$ cat src/rtl/sprite_pkg.sv
// Shared widths, types and the pixel-select helper for the sprite line-buffer writer.
package sprite_pkg;

  localparam int PIX_W_DFLT = 4;
  localparam int X_W_DFLT   = 8;
  localparam int NPIX_DFLT  = 8;
  localparam int GFX_W_DFLT = NPIX_DFLT * PIX_W_DFLT;

  typedef logic [PIX_W_DFLT-1:0] pix_t;
  typedef logic [X_W_DFLT-1:0]   xaddr_t;
  typedef logic [GFX_W_DFLT-1:0] gfx_t;

  // idx counts pixels in emission order; unflipped sprites start from the top nibble.
  function automatic pix_t nibble_sel(input gfx_t word, input int unsigned idx, input logic flip);
    int unsigned sel;
    sel = flip ? idx : (NPIX_DFLT - 1 - idx);
    return pix_t'(word >> (sel * PIX_W_DFLT));
  endfunction

endpackage

$ cat src/rtl/linebuf_bank.sv
// One line-buffer bank: simple dual-port RAM, synchronous write, registered read-first.
module linebuf_bank #(
  parameter int AW = 8,
  parameter int DW = 4
) (
  input  logic          clk_i,
  input  logic          rst_ni,
  input  logic          we_i,
  input  logic [AW-1:0] waddr_i,
  input  logic [DW-1:0] wdata_i,
  input  logic          re_i,
  input  logic [AW-1:0] raddr_i,
  output logic [DW-1:0] rdata_o
);

  logic [DW-1:0] mem_q [2**AW];
  logic [DW-1:0] rdata_q;

  always_ff @(posedge clk_i) begin
    if (we_i) begin
      mem_q[waddr_i] <= wdata_i;
    end
  end

  // Same-edge write to raddr lands after this read, giving read-before-clear.
  always_ff @(posedge clk_i or negedge rst_ni) begin
    if (!rst_ni) begin
      rdata_q <= '0;
    end else if (re_i) begin
      rdata_q <= mem_q[raddr_i];
    end
  end

  assign rdata_o = rdata_q;

endmodule

$ cat src/rtl/sprite_linebuf_writer.sv
// k503 sprite consumer: strobe edge detect, pixel shifter and ping-pong line buffer
// with clear-behind-read on the display bank.
module sprite_linebuf_writer #(
  parameter int PIX_W = 4,
  parameter int X_W   = 8,
  parameter int NPIX  = 8
) (
  input  logic                  CK49,
  input  logic                  RESET_N,
  input  logic                  CEN,
  input  logic                  OCS,
  input  logic                  OFLP,
  input  logic                  OCOL,
  input  logic                  ODAT,
  input  logic [X_W-1:0]        XPOS,
  input  logic [NPIX*PIX_W-1:0] GFX,
  input  logic                  VBANK,
  input  logic [X_W-1:0]        HCNT,
  output logic [PIX_W-1:0]      PIX_OUT,
  output logic                  BUSY
);

  import sprite_pkg::*;

  localparam int GFX_W = NPIX * PIX_W;
  localparam int CNT_W = $clog2(NPIX + 1);
  typedef logic [CNT_W-1:0] count_t;

  logic             ocol_prev_q, odat_prev_q, vbank_prev_q;
  logic [X_W-1:0]   x_latch_q, x_latch_d;
  logic [GFX_W-1:0] word_q, word_d;
  logic             flip_q, flip_d;
  count_t           count_q, count_d;
  logic [X_W-1:0]   waddr_q, waddr_d;
  logic             busy_q, busy_d;
  logic             rd_bank_q;

  logic             ocol_fall, odat_fall, load, bank_toggle, emit;
  logic [PIX_W-1:0] emit_pix;
  logic             pix_we;
  logic [PIX_W-1:0] bank_rdata [2];

  always_comb begin
    ocol_fall   = CEN & ~OCOL & ocol_prev_q;
    odat_fall   = CEN & ~ODAT & odat_prev_q;
    load        = odat_fall & ~OCS;
    bank_toggle = CEN & (VBANK != vbank_prev_q);
    emit        = CEN & (count_q != '0) & ~load & ~bank_toggle;
    emit_pix    = nibble_sel(word_q, int'(NPIX) - int'(count_q), flip_q);
    pix_we      = emit & (emit_pix != '0);
  end

  // A load outranks a bank toggle so a word strobed on the toggle edge lands in the new bank.
  always_comb begin
    x_latch_d = x_latch_q;
    word_d    = word_q;
    flip_d    = flip_q;
    count_d   = count_q;
    waddr_d   = waddr_q;
    if (ocol_fall) begin
      x_latch_d = XPOS;
    end
    if (load) begin
      word_d  = GFX;
      flip_d  = OFLP;
      count_d = count_t'(NPIX);
      waddr_d = ocol_fall ? XPOS : x_latch_q;
    end else if (bank_toggle) begin
      count_d = '0;
    end else if (emit) begin
      waddr_d = waddr_q + X_W'(1);
      count_d = count_q - CNT_W'(1);
    end
    busy_d = (count_d != '0);
  end

  always_ff @(posedge CK49 or negedge RESET_N) begin
    if (!RESET_N) begin
      ocol_prev_q  <= 1'b1;
      odat_prev_q  <= 1'b1;
      vbank_prev_q <= 1'b0;
      x_latch_q    <= '0;
      word_q       <= '0;
      flip_q       <= 1'b0;
      count_q      <= '0;
      waddr_q      <= '0;
      busy_q       <= 1'b0;
      rd_bank_q    <= 1'b1;
    end else if (CEN) begin
      ocol_prev_q  <= OCOL;
      odat_prev_q  <= ODAT;
      vbank_prev_q <= VBANK;
      x_latch_q    <= x_latch_d;
      word_q       <= word_d;
      flip_q       <= flip_d;
      count_q      <= count_d;
      waddr_q      <= waddr_d;
      busy_q       <= busy_d;
      rd_bank_q    <= ~VBANK;
    end
  end

  // The write bank sees only sprite pixels; the display bank sees only clears at HCNT.
  for (genvar gi = 0; gi < 2; gi++) begin : g_bank
    logic             is_wr_bank;
    logic             we;
    logic [X_W-1:0]   waddr;
    logic [PIX_W-1:0] wdata;
    logic             re;

    assign is_wr_bank = (VBANK == 1'(gi));
    assign we         = is_wr_bank ? pix_we : CEN;
    assign waddr      = is_wr_bank ? waddr_q : HCNT;
    assign wdata      = is_wr_bank ? emit_pix : '0;
    assign re         = ~is_wr_bank & CEN;

    linebuf_bank #(
      .AW(X_W),
      .DW(PIX_W)
    ) u_bank (
      .clk_i  (CK49),
      .rst_ni (RESET_N),
      .we_i   (we),
      .waddr_i(waddr),
      .wdata_i(wdata),
      .re_i   (re),
      .raddr_i(HCNT),
      .rdata_o(bank_rdata[gi])
    );
  end

  assign PIX_OUT = bank_rdata[rd_bank_q];
  assign BUSY    = busy_q;

endmodule

$ cat config.mk
export PLATFORM = sky130hd
export DESIGN_NAME = sprite_linebuf_writer
export DESIGN_NICKNAME = d
export VERILOG_FILES = /design/src/rtl/sprite_pkg.sv /design/src/rtl/linebuf_bank.sv /design/src/rtl/sprite_linebuf_writer.sv
export SDC_FILE = /design/constraint.sdc
export NUM_CORES = 2
export LEC_CHECK = 0
export ABC_AREA = 0
export BUFFER_PORTS_ARGS = -buffer_cell sky130_fd_sc_hd__buf_4
export CAP_MARGIN = 0
export CORE_AREA = 2 2 390 392
export DETAILED_ROUTE_END_ITERATION = 16
export DIE_AREA = 0 0 392 394
export PLACE_DENSITY = 0.74
export RECOVER_POWER = 25
export SETUP_SLACK_MARGIN = 0.1
export SYNTH_ARGS = -nofsm -noshare
export SYNTH_HDL_FRONTEND = slang
export SYNTH_SLANG_ARGS = --single-unit
$ cat constraint.sdc
create_clock -name CK49 -period 14.4 [get_ports CK49]
set_input_delay 0.72 -clock CK49 [delete_from_list [all_inputs] [get_ports CK49]]
set_output_delay 0.72 -clock CK49 [all_outputs]
set_load 0.03 [all_outputs]
**Word level (Yosys, flattened, before mapping)**

Memory sizes are Yosys's and may differ from the RTL's. A register that Yosys moved wholly into a read port is not among the register bits.
Cells that the tools add are included.

- Word-level logic and storage cells: 68
- Register bits: 58
- Memory bits (writable): 2048
- Memories kept: 2
- Input port bits: 56
- Output and inout bits: 5

Memories:

| memory | words | bits a word | read ports | clocked after memory_dff | write ports | line | source |
|---|---|---|---|---|---|---|---|
| g_bank[0].u_bank.mem_q | 256 | 4 | 1 | 1 | 1 | linebuf_bank.sv:16 | `logic [DW-1:0] mem_q [2**AW];` |
| g_bank[1].u_bank.mem_q | 256 | 4 | 1 | 1 | 1 | linebuf_bank.sv:16 |  |

- Bitwise operators: 19
- Multiplexer cells: 21
- Equality and inequality tests: 2
- $lt $le $gt $ge: 1
- Shifts and indexed selects: 1
- Add/subtract/negate cells: 4
- Reductions and logical operators: 8

Operators by type and width:

| kind | count |
|---|---|
| 8-bit two-way mux | 6 |
| 4-bit two-way mux | 8 |
| 32-bit by 32-bit right shift with 4-bit output | 1 |
| 30-bit two-way mux | 1 |
| 1-bit bitwise AND | 12 |
| 4-bit nonzero test | 3 |
| 8-bit by 1-bit adder with 8-bit output (second input constant) | 1 |
| 1-bit two-way mux | 6 |
| 1-bit NOT | 6 |
| 4-bit by 5-bit subtractor with 6-bit output (first input constant) | 1 |
| 4-bit by 4-bit subtractor with 5-bit output (first input constant) | 1 |
| 4-bit by 1-bit subtractor with 4-bit output (second input constant) | 1 |
| 3-bit AND reduction | 1 |
| 2-bit >= comparator (second input constant) | 1 |
| 1-bit logical NOT | 2 |
| 2-bit != test (second input constant) | 1 |
| 1-bit NOT with 2-bit output | 1 |
| 2-bit AND reduction | 1 |
| 2-bit nonzero test | 1 |
| 1-bit != test | 1 |

**Depth between registers and ports, before layout**

- Depth after elaboration: 11
- Depth in mapped cells: 14
- Depth with buffers taken out: 11

**Modules after synthesis**

Synthesis repeated with hierarchy kept, for this count alone.

- Cell total of the unflattened synthesis: 4801
- Area, all modules: 85258.0 sq um

By module, submodules not included:

| module | instances | seq. area each (sq um) | cells an instance | area an instance (sq um) |
|---|---|---|---|---|
| linebuf_bank | 2 | 30849.6 | 2212 | 40895.5 |
| sprite_linebuf_writer | 1 | 1455.1 | 377 | 3467.1 |

**Worst setup path before layout**

OpenSTA, ideal clock, no wires.

- Kind: flip-flop to flip-flop
- Start: register count_q[0]
- End: memory g_bank[0].u_bank.mem_q[0][2] (data pin)
- Arrival time: 11.505 ns
- Library setup time: 2.096 ns
- Buffers on the path: 3
- Period minus slack after synthesis: 13.601 ns
- Cell stages (with the launch flop): 10
- Setup slack: 0.799 ns
- Required time: 12.304 ns
- Cells stage by stage: dfrtp_1 -> clkbuf_1 -> inv_1 -> ha_1 -> buf_2 -> buf_2 -> mux4_2 -> mux4_2 -> inv_1 -> nor3_1

- Longest elaborated chain between the ends: 5

Ends and longest elaborated chain:

| item | line | source |
|---|---|---|
| start: declaration | sprite_linebuf_writer.sv:33 | `count_t count_q, count_d;` |
| start signal: assignment | sprite_linebuf_writer.sv:96 | `count_q <= count_d;` |
| 4-bit by 4-bit subtractor with 5-bit output * | sprite_linebuf_writer.sv:49 | `emit_pix = nibble_sel(word_q, int'(NPIX) - int'(count_q), flip_q);` |
| 4-bit by 5-bit subtractor with 6-bit output | sprite_pkg.sv:16 | `sel = flip ? idx : (NPIX_DFLT - 1 - idx);` |
| 30-bit two-way mux * | sprite_pkg.sv:16 |  |
| 32-bit by 32-bit right shift with 4-bit output * | sprite_pkg.sv:17 | `return pix_t'(word >> (sel * PIX_W_DFLT));` |
| 4-bit two-way mux * | sprite_linebuf_writer.sv:114 | `assign wdata = is_wr_bank ? emit_pix : '0;` |
| named net g_bank[0].u_bank.wdata_i[2] | linebuf_bank.sv:10 | `input logic [DW-1:0] wdata_i,` |
| end: declaration | linebuf_bank.sv:16 |  |

The timed path passes the listed nets; every way through them passes the cells marked *.

**Worst setup path in the final report**

- Start: input VBANK
- End: memory g_bank[1].u_bank.mem_q[205][2] (data pin)

- Longest elaborated chain between the ends: 1

Ends and longest elaborated chain:

| item | line | source |
|---|---|---|
| start: declaration | sprite_linebuf_writer.sv:17 | `input logic VBANK,` |
| 4-bit two-way mux | sprite_linebuf_writer.sv:114 |  |
| named net g_bank[1].u_bank.wdata_i[2] | linebuf_bank.sv:10 |  |
| end: declaration | linebuf_bank.sv:16 |  |

The timed path passes the listed nets, and every way through them passes these cells.

==> summary by stage <==
Timing
The total count of hold-check failures in the final report is 0. For the pin with the worst max-slew slack, the measured transition is 5.40 ns. The final period utilization is 62.5%. The number of max-slew violations in the final report was 975. Setup violations remaining at the end of the flow were counted as 0.

The clock period could shrink to between 8 and 9 ns. Measured against its own limit, the worst slew margin works out to -260%. Setup repair after global routing left no endpoint under its margin.

The fmax is 111 MHz. The aggregate negative setup slack is 0 ns. Clock skew on the completed layout was measured at roughly 0.027 ns.

Synthesis
The number of flops mapped to enable cells by yosys is around 2,000. In this run the cell area of the synthesized design comes to around 0.085 mm2. The fraction of the yosys area taken by sequential cells is between 70% and 80%. Counting every instance in the synthesized netlist gives around 4,600.

The flip-flop and latch count after synthesis is approximately 2,100. The number of warnings reported in the yosys synthesis log is 0. Dividing the synthesized area by the synthesized cell count gives between 15 and 20 um2. The async set or reset register ratio after synthesis is under 10%. Synthesis produced a netlist with a net count of between 4,000 and 5,000. The most used flip-flop cell after synthesis is sky130_fd_sc_hd__edfxtp_1. The number of different library cells used by synthesis comes to 65.

Placed design
Once detailed placement completed, the half-perimeter wirelength came to 126,000 um. The congestion estimate from routability-driven global placement came to around 0.85. The count of buffers from port buffering is 60.

GRT
The via count of the first global-routing pass is about 46,000. Entering global routing, the biggest net connects 257 pins. The wire length of the first global-routing pass is roughly 310,000 um. The number of antenna violations at the first check in global routing is 6.

The overflow left after global routing is 0. For this run, the total global-route usage over all layers was measured as a little over a quarter.

Setup path
The worst setup path is launched from an input port. Among cell families on the critical path, the largest total delay comes from buffers and inverters. The type of the worst setup path is in2reg. The required time reported for the critical path endpoint is between 10 and 15 ns. The cell with the biggest individual delay on the critical path is sky130_fd_sc_hd__clkbuf_1. Setup slack on the worst reg-to-reg path comes out at ~6.8 ns.

Among the stages of the critical path, the cell type that occurs most often is sky130_fd_sc_hd__clkbuf_1. The critical path goes through clkbuf_1, clkbuf_1, o211ai_1, nor2_4, clkbuf_1, buf_4, buf_4. The peak per-stage delay on the critical path is approximately 2.7 ns. The data arrival time at the worst-slack endpoint is about 9.5 ns.

The peak fanout along the critical path is between 90 and 100. The count of buffering cells on the critical path with inverters included is 5. The worst setup path is captured at a flop.

Layout
Fill cells in the final layout number 10,400. In the final layout, flip-flops and latches occupy about 0.063 mm2. The layout net count is ~4,700.

In the layout the commonest cells are sky130_fd_sc_hd__edfxtp_1 (2,048), sky130_fd_sc_hd__mux4_2 (410), sky130_fd_sc_hd__nor2_1 (384). Summing all multi-input logic gate instances after layout gives between 0.02 and 0.025 mm2. Relative to the synthesized area, the layout overhead comes to 10.2%. The fraction of final layout cells with drive strength greater than 1 is a little under a fifth. Leaving out fill and tap cells, the most frequent cell in the layout is sky130_fd_sc_hd__edfxtp_1.

Die
The die is around 390 um tall. The total area inside the core boundary comes to around 0.15 mm2. The die footprint is roughly 0.15 mm2. The count of pins on the block boundary is between 60 and 70.

The die outline width is slightly below 400 um. Once the floorplan was initialized, standard cells occupied 56.4% of the core. After floorplanning, the core was divided into 143 placement rows.

Clock tree
The CTS sink count is about 2,100. Clock latency on the worst-skew pair, taken at its later pin, is between 0.8 and 0.9 ns. After clock tree synthesis, the clock-pin slew on the worst setup and hold paths is about 0.06 ns. The number of clock buffers inserted by TritonCTS is approximately 200. The number of buffers added to fix hold violations after cts is 0. The library cell used as clock root buffer is sky130_fd_sc_hd__clkbuf_16. The maximum buffer depth of the clock tree is 3. In this run, post-CTS repair resized a total of 0 instances. Buffers added to address setup during post-CTS repair amount to 0.

TritonCTS built the clock tree. The maximum level of the CTS H-tree is 4.

Route
In the final routed layout, each cell accounts on average for about 30 um. In this run the remaining antenna-violating nets after routing total 0. For this block, the via count after detailed routing is roughly 45,000. The via count normalized by instance count is around 6.6.

The first detailed-routing pass took 6 iterations. In the routed design, unresolved DRC markers number 0. After the first detailed-routing iteration, the DRC count stood at roughly 5,900.

The final wirelength is 209,000 um.

Power
The leakage power figure is between 0.02 and 0.03 uW. The completed layout was analyzed and its total power is between 10,000 and 15,000 uW. The maximum vdd ir drop is between 200 and 250 uV. In this run the power density over the cells is 157 mW/mm2.

Outcome
The final reports fail on capacitance limit, slew limit. The flow ran to the end, but the final reports show violations.

Hold path
The class of the most critical hold timing path is in2reg.

Run
The tool flagged a number of max-cap violations equal to 14.
final cells by class:
type,instances,area share [%]
Tap cell,2030,2.71
Clock inverter,103,0.895
Timing Repair Buffer,147,1.21
Multi-Input combinational cell,2185,21.9
Inverter,12,0.0507
Antenna cell,4,0.0107
Clock buffer,269,5.82
Sequential cell,2114,67.4
worst paths after layout:
path | startpoint | to | cells after the start
min in group asynchronous | RESET_N | word_q[30]$_DFFE_PN0P_ | 1
min reg2reg | x_latch_q[7]$_DFFE_PN0P_ | x_latch_q[7]$_DFFE_PN0P_ | 1
max reg2reg | count_q[0]$_DFFE_PN0P_ | g_bank[0].u_bank.mem_q[160][0]$_DFFE_PP_ | 9
min | GFX[1] | word_q[1]$_DFFE_PN0P_ | 2
max | VBANK | g_bank[1].u_bank.mem_q[205][2]$_DFFE_PP_ | 7
max in group asynchronous | RESET_N | g_bank[1].u_bank.rdata_o[2]$_DFFE_PN0P_ | 1
where the power goes:
part,total [uW],leakage [uW],switching [uW],internal (uW)
Clock,5060,0.00308,2210,2850
Combinational,1930,0.00691,1490,436
Sequential,7690,0.0200,85.3,7600
Total,14700,0.0300,3790,10900
cell usage after synthesis (6+ instances only):
library cell,instances,share of area (%)
sky130_fd_sc_hd__a2111oi_0,16,0.16
sky130_fd_sc_hd__a211oi_1,43,0.38
sky130_fd_sc_hd__a21oi_1,64,0.38
sky130_fd_sc_hd__a221oi_1,6,0.062
sky130_fd_sc_hd__a22o_1,11,0.11
sky130_fd_sc_hd__a22oi_1,64,0.57
sky130_fd_sc_hd__a31oi_1,13,0.096
sky130_fd_sc_hd__and2_1,24,0.18
sky130_fd_sc_hd__and3_1,6,0.044
sky130_fd_sc_hd__buf_1,37,0.16
sky130_fd_sc_hd__buf_2,116,0.68
sky130_fd_sc_hd__buf_4,41,0.36
sky130_fd_sc_hd__clkbuf_1,114,0.50
sky130_fd_sc_hd__dfrtp_1,63,1.9
sky130_fd_sc_hd__edfxtp_1,2048,72
sky130_fd_sc_hd__inv_1,11,0.049
sky130_fd_sc_hd__mux2_2,56,0.74
sky130_fd_sc_hd__mux2i_1,287,3.4
sky130_fd_sc_hd__mux4_2,410,11
sky130_fd_sc_hd__nand2_1,222,0.98
sky130_fd_sc_hd__nand2b_1,13,0.096
sky130_fd_sc_hd__nand3_1,26,0.15
sky130_fd_sc_hd__nand3b_1,7,0.062
sky130_fd_sc_hd__nand4_1,7,0.052
sky130_fd_sc_hd__nor2_1,386,1.7
sky130_fd_sc_hd__nor2b_1,11,0.081
sky130_fd_sc_hd__nor3_1,220,1.3
sky130_fd_sc_hd__nor3b_1,7,0.062
sky130_fd_sc_hd__o211ai_1,11,0.097
sky130_fd_sc_hd__o21ai_0,45,0.26
sky130_fd_sc_hd__o221ai_1,58,0.60
sky130_fd_sc_hd__o22ai_1,92,0.68
sky130_fd_sc_hd__o31ai_1,7,0.062
sky130_fd_sc_hd__or4_1,6,0.053
sky130_fd_sc_hd__xnor2_1,8,0.082
logic make-up (layout without fill, tap and decap cells):
group / after synthesis / in the layout / share of synthesized area (%)
xor+xnor: 12 / 12 / 0.140
flops: 2114 / 2114 / 74.3
fa+ha+maj: 3 / 3 / 0.0442
other cells: 0 / 4 / 0
simple gates: 953 / 953 / 4.94
compound gates: 464 / 464 / 3.84
buf+inv: 321 / 531 / 1.77
mux: 753 / 753 / 15.0
flip-flops by register name, summed over array words and instances, names as in the netlist:
register / flops
waddr_q: 8
odat_prev_q: 1
rd_bank_q: 1
g_bank.u_bank.mem_q: 2048
x_latch_q: 8
vbank_prev_q: 1
g_bank.u_bank.rdata_o: 8
count_q: 4
BUSY: 1
ocol_prev_q: 1
word_q: 32
flip_q: 1
routing by layer:
metal  global-route usage (%)  part of all wire (%)
met1                     37.3                    37
met2                     42.5                    48
met3                     6.45                    11
met4                     10.8                   4.1
met5                        0                 0.012
through the flow:
stage	setup WS (ns)	hold WS, ns	cells	util, %	cell area (um2)
after detailed placement	8.51	0.486	6488	58.1	87500
after global routing	4.90	0.102	6861	62.2	93700
after CTS	8.84	0.0364	6860	62.2	93700
after global placement	8.47	0.477	6488	58.1	87500
after floorplan	0.799	0.424	4620	-	85000
final	5.40	0.127	6864	62.2	93700
No activity file was read; power rests on OpenSTA's default activity.
